--- config.mk ---
export PLATFORM = sky130hd
export DESIGN_NAME = fir_coeff_loader
export DESIGN_NICKNAME = d
export VERILOG_FILES = /design/src/rtl/fir_coeff_loader.sv
export SDC_FILE = /design/constraint.sdc
export NUM_CORES = 2
export LEC_CHECK = 0
export ABC_CLOCK_PERIOD_IN_PS = 3000
export CORE_ASPECT_RATIO = 0.5
export CORE_MARGIN = 4
export CORE_UTILIZATION = 55
export CTS_BUF_LIST = sky130_fd_sc_hd__clkbuf_8 sky130_fd_sc_hd__clkbuf_16
export CTS_CLUSTER_SIZE = 8
export DETAILED_ROUTE_END_ITERATION = 16
export PLACE_DENSITY_LB_ADDON = 0.08
export SLEW_MARGIN = 10
export SYNTH_ARGS = -nofsm -noshare
export SYNTH_HDL_FRONTEND = slang
export SYNTH_SLANG_ARGS = --single-unit
--- constraint.sdc ---
create_clock -name clk -period 3 [get_ports clk]
set_input_delay 0.6 -clock clk [delete_from_list [all_inputs] [get_ports clk]]
set_output_delay 0.6 -clock clk [all_outputs]
set_load 0.02 [all_outputs]
--- src/rtl/fir_coeff_loader.sv ---
// Buffers a host coefficient set and replays it as a load_coeff burst to the FIR.
// FIR_COEFF_RELOAD_PAD_EN: reloads pad the FIR index to wrap, else they are rejected.
module fir_coeff_loader #(
    parameter int N    = 100,
    parameter int CW   = 16,
    parameter int IDXW = 7
) (
    input  logic          clk,
    input  logic          rst,
    input  logic [CW-1:0] host_coeff,
    input  logic          host_valid,
    output logic          host_ready,
    input  logic          run_en,
    output logic          load_coeff,
    output logic [CW-1:0] coeff_out,
    output logic          start_out,
    output logic          loaded,
    output logic          busy,
    output logic          err_reload
);
    localparam int PW   = (N > 1) ? $clog2(N) : 1;
    localparam int PADN = (1 << IDXW) - N;

    typedef enum logic [1:0] {FILL, PAD, STREAM, RUN} state_t;

    state_t          state, state_d;
    logic [PW-1:0]   wr_ptr, wr_ptr_d;
    logic [PW-1:0]   rd_idx, rd_idx_d, rd_nxt;
    logic [IDXW-1:0] pad_cnt, pad_cnt_d;
    logic [CW-1:0]   mem [N];
    logic [CW-1:0]   coeff_d, first_word;
    logic            ready_d, load_d, start_d;
    logic            loaded_d, busy_d, err_d;
    logic            take, last_word;

    assign take      = host_valid & host_ready;
    assign last_word = take && (wr_ptr == PW'(N - 1));
    assign rd_nxt    = rd_idx + 1'b1;
    // A one-word set has not reached the buffer yet when it completes
    assign first_word = (N == 1) ? host_coeff : mem[0];

    always_ff @(posedge clk) begin
        if (take)
            mem[wr_ptr] <= host_coeff;
    end

    always_comb begin
        state_d   = state;
        wr_ptr_d  = wr_ptr;
        rd_idx_d  = rd_idx;
        pad_cnt_d = pad_cnt;
        ready_d   = host_ready;
        load_d    = 1'b0;
        coeff_d   = '0;
        start_d   = 1'b0;
        loaded_d  = loaded;
        busy_d    = busy;
        err_d     = err_reload;
        if (take)
            wr_ptr_d = last_word ? '0 : wr_ptr + 1'b1;
        unique case (state)
            FILL: begin
                ready_d = 1'b1;
                if (last_word) begin
                    state_d  = STREAM;
                    ready_d  = 1'b0;
                    busy_d   = 1'b1;
                    load_d   = 1'b1;
                    coeff_d  = first_word;
                    rd_idx_d = '0;
                end
            end
            RUN: begin
                ready_d = 1'b1;
                start_d = run_en;
                if (last_word) begin
`ifdef FIR_COEFF_RELOAD_PAD_EN
                    ready_d = 1'b0;
                    busy_d  = 1'b1;
                    load_d  = 1'b1;
                    start_d = 1'b0;
                    if (PADN == 0) begin
                        state_d  = STREAM;
                        coeff_d  = first_word;
                        rd_idx_d = '0;
                    end else begin
                        state_d   = PAD;
                        pad_cnt_d = '0;
                    end
`else
                    err_d = 1'b1;
`endif
                end
            end
            PAD: begin
                load_d = 1'b1;
                if (pad_cnt == IDXW'(PADN - 1)) begin
                    state_d  = STREAM;
                    coeff_d  = mem[0];
                    rd_idx_d = '0;
                end else begin
                    pad_cnt_d = pad_cnt + 1'b1;
                end
            end
            STREAM: begin
                if (rd_idx == PW'(N - 1)) begin
                    state_d  = RUN;
                    ready_d  = 1'b1;
                    busy_d   = 1'b0;
                    loaded_d = 1'b1;
                    start_d  = run_en;
                end else begin
                    load_d   = 1'b1;
                    rd_idx_d = rd_nxt;
                    coeff_d  = mem[rd_nxt];
                end
            end
            default: state_d = FILL;
        endcase
    end

    always_ff @(posedge clk or posedge rst) begin
        if (rst) begin
            state      <= FILL;
            wr_ptr     <= '0;
            rd_idx     <= '0;
            pad_cnt    <= '0;
            host_ready <= 1'b0;
            load_coeff <= 1'b0;
            coeff_out  <= '0;
            start_out  <= 1'b0;
            loaded     <= 1'b0;
            busy       <= 1'b0;
            err_reload <= 1'b0;
        end else begin
            state      <= state_d;
            wr_ptr     <= wr_ptr_d;
            rd_idx     <= rd_idx_d;
            pad_cnt    <= pad_cnt_d;
            host_ready <= ready_d;
            load_coeff <= load_d;
            coeff_out  <= coeff_d;
            start_out  <= start_d;
            loaded     <= loaded_d;
            busy       <= busy_d;
            err_reload <= err_d;
        end
    end
endmodule

==> results_dict.tcl <==
set metrics [dict create \
    status "finished clean" \
    path_buf_inv 3 \
    io_pins 42 \
    wl_um 164000 \
    leakage_nw 24.86 \
    gr-total-overflow 0 \
    period_needed_ns 2.983 \
    synth_edf_count 1600 \
    setup_viol 0 \
    die_x_um 489.8 \
    synthTopCellsByCount "edfxtp_1, mux4_2, nand2_1" \
    rows 88 \
    maxCapViolCount 0 \
    clock_latency_ns 0.81 \
    crit_top_cell "buf_4" \
    clock_path_buffers 3 \
    htree_levels 4 \
    clock-sinks 1645 \
    initial_utilization_pct 55.37 \
    antenna_found_initial 14 \
    grtUsageTotal_pct 27.37 \
    cp-end-kind "flop" \
    cp_top_family "compound AO/OA/AOI/OAI gates" \
    startpoint_type "flop" \
    die-area_sq_um 121900 \
    nNetsFinal 3464 \
    syn_nets 3096 \
    synth_top_area_cell "edfxtp_1" \
    crit_path_top_delay_cell "dfrtp_4" \
    drc 0 \
    cp.arrival_ns 3.68 \
    area_growth_pct 17.16 \
    fin_hold_ws_ns 0.2593 \
    fin_area_sq_um 74780 \
    dp.cells 4743 \
    syn_area_per_cell_sq_um 20.77 \
    fp.coreArea_sq_um 115300 \
    max_stage_delay_ns 0.50 \
    yosysMostFrequentCell "edfxtp_1" \
    viasPerCell 6.439 \
    synth_area_leaders "edfxtp_1, mux4_2, nand2_1" \
    grt_pass1_vias 32470 \
    min_from "host_coeff[12]" \
    post-route-util_pct 64.87 \
    hp-class "in -> reg" \
    root_buffer "clkbuf_16" \
    power_mw 49.73 \
    clk_pin_slew_worst_paths_ns 0.05 \
    drtIter0Drc 4443 \
    grt_pass1_wl_um 236800 \
    crit_type "reg -> reg" \
    die_y_um 248.9 \
    synth_cell_types 53 \
    vias 32460 \
    netlist_instances 3073 \
    grt_setup_unrepaired "true" \
    drv_slew 0 \
    worst_pin_slew_ns 0.8422 \
    ys.flop_type "edfxtp_1" \
    fin_crit_sh_pct 99.44 \
    slew-limit-headroom_pct 43.85 \
    worstPathRequired_ns 3.70 \
    wire_per_inst_um 32.54 \
    cts_made_buffers 223 \
    portBuffers 41 \
    cp_cell_sequence "ha_4, buf_16, buf_4, mux4_2, mux2i_1, a32oi_1, a32oi_2, buf_4, o32ai_1" \
    skew_ns 0.02875 \
    dp_hpwl_um 98410 \
    drtPass1Iterations 6 \
    synth-async-reset-ratio_pct 2.736 \
    drive_above_1_share_pct 28.81 \
    cp_max_fo 39 \
    grt_max_degree 76 \
    reg2reg_from "rd_idx[0]$_DFFE_PP0P_" \
    power_density_nw_per_um2 665.1 \
    max_freq_mhz 335.2 \
    synth.top_cell.area_share_pct 75.27 \
    fillers 7604 \
    ys_seq_elements 1645 \
    hold_viol_final 0 \
    startpoint "rd_idx[0]$_DFFE_PP0P_" \
    postPlaceCellArea_sq_um 68330 \
    ant_nets 0 \
    yosysSeqAreaShare_pct 77.04 \
    ir_worst_vdd_uv 506.9 \
    ys_warn_count 0 \
    fin_cells 5041 \
    syn_area_sq_um 63830 \
    tritoncts "built" \
    gp_congestion 0.8555 \
]
-- layer usage --
layer	global-route usage (%)	up-vias	part of all wire (%)
li1	-	13350	-
met4	7.349	2	2.0
met2	39.83	1608	46
met5	0	-	0.0079
met1	42.60	17310	42
met3	5.983	193	10
-- final cells by class --
cell class	instances	area, sq um	share of cell area [%]
Sequential cell	1645	49180	65.76
Multi-Input combinational cell	1227	14030	18.76
Clock buffer	228	5705	7.630
Timing Repair Buffer	320	3511	4.695
Tap cell	1530	1914	2.560
Clock inverter	65	350.3	0.4685
Inverter	24	90.09	0.1205
Antenna cell	2	5.005	0.006693
-- registers in the layout, summed over array words and instances, names as in the netlist --
name	flops
coeff_out	16
wr_ptr	7
err_reload	1
host_ready	1
rd_idx	7
start_out	1
load_coeff	1
busy	1
pad_cnt	7
mem	1600
loaded	1
state	2
-- cell usage in the layout, fill, tap and decap left out, types with 16 or more instances in the layout --
master           count
buf_4              211
dfrtp_1             43
clkdlybuf4s50_1     25
a32oi_1             53
mux2i_1             46
a21o_1              17
a21oi_1             21
mux4_2             400
nand2_1            365
edfxtp_1          1600
inv_1               77
o32ai_1             16
nand3_1             47
nor2_1              96
clkbuf_16          230
buf_12              71
-- worst reg2reg max path: cells and delay by family (launching register included) --
family	cells	cell delay (ns)
buffers and inverters	3	0.81
adders and majority gates	1	0.40
AOI/OAI and AO/OA	3	0.88
muxes	2	0.30
DFF	1	0.50
-- kinds of logic (layout without fill, tap and decap cells) --
| logic type | count (synthesis) | after routing | synth area share (%) |
|---|---|---|---|
| flip-flops | 1645 | 1645 | 77.04 |
| XOR/XNOR | 14 | 14 | 0.2274 |
| multiplexers | 452 | 452 | 14.94 |
| AO/OA/AOI/OAI | 195 | 195 | 2.458 |
| adder cells (fa/ha/maj) | 3 | 3 | 0.05881 |
| other | 0 | 2 | 0 |
| AND/OR/NAND/NOR | 563 | 563 | 3.626 |
| buffers and inverters | 201 | 637 | 1.654 |
-- report_power, final --
group          internal (mW)  total, mW  switching [mW]
registers               25.7       25.9           0.183
logic                  0.409       1.67            1.26
clock network           13.3       22.2            8.90
-- path summary, 6_finish.rpt --
check | end | cells past startpoint | slack, ns
min in group asynchronous | coeff_out[13]$_DFF_PP0_ | 2 | 0.28
hold reg to reg | err_reload$_DFFE_PP0P_ | 1 | 0.47
max in group asynchronous | pad_cnt[3]$_DFFE_PP0P_ | 3 | 2.15
setup / recovery | coeff_out[9]$_DFF_PP0_ | 9 | 0.02
hold / removal | mem[43][12]$_DFFE_PP_ | 1 | 0.26
setup reg to reg | coeff_out[9]$_DFF_PP0_ | 9 | 0.02
-- what timing repair did --
action	4_1_cts	5_1_grt
pin swaps	0	4
gates cloned	0	2
setup buffers	0	1
setup endpoints to repair	11	16
hold buffers	0	0
gates resized for setup	16	36
-- stage by stage --
step,setup slack (ns),TNS (ns)
6_report,0.01692,0
5_1_grt,-0.05148,-0.1835
4_1_cts,-0.0004472,-0.0004472
3_5_place_dp,-0.2673,-1.173
3_3_place_gp,-0.3401,-1.018
2_1_floorplan,0.3151,0
Power figures use the tool's default switching activity.
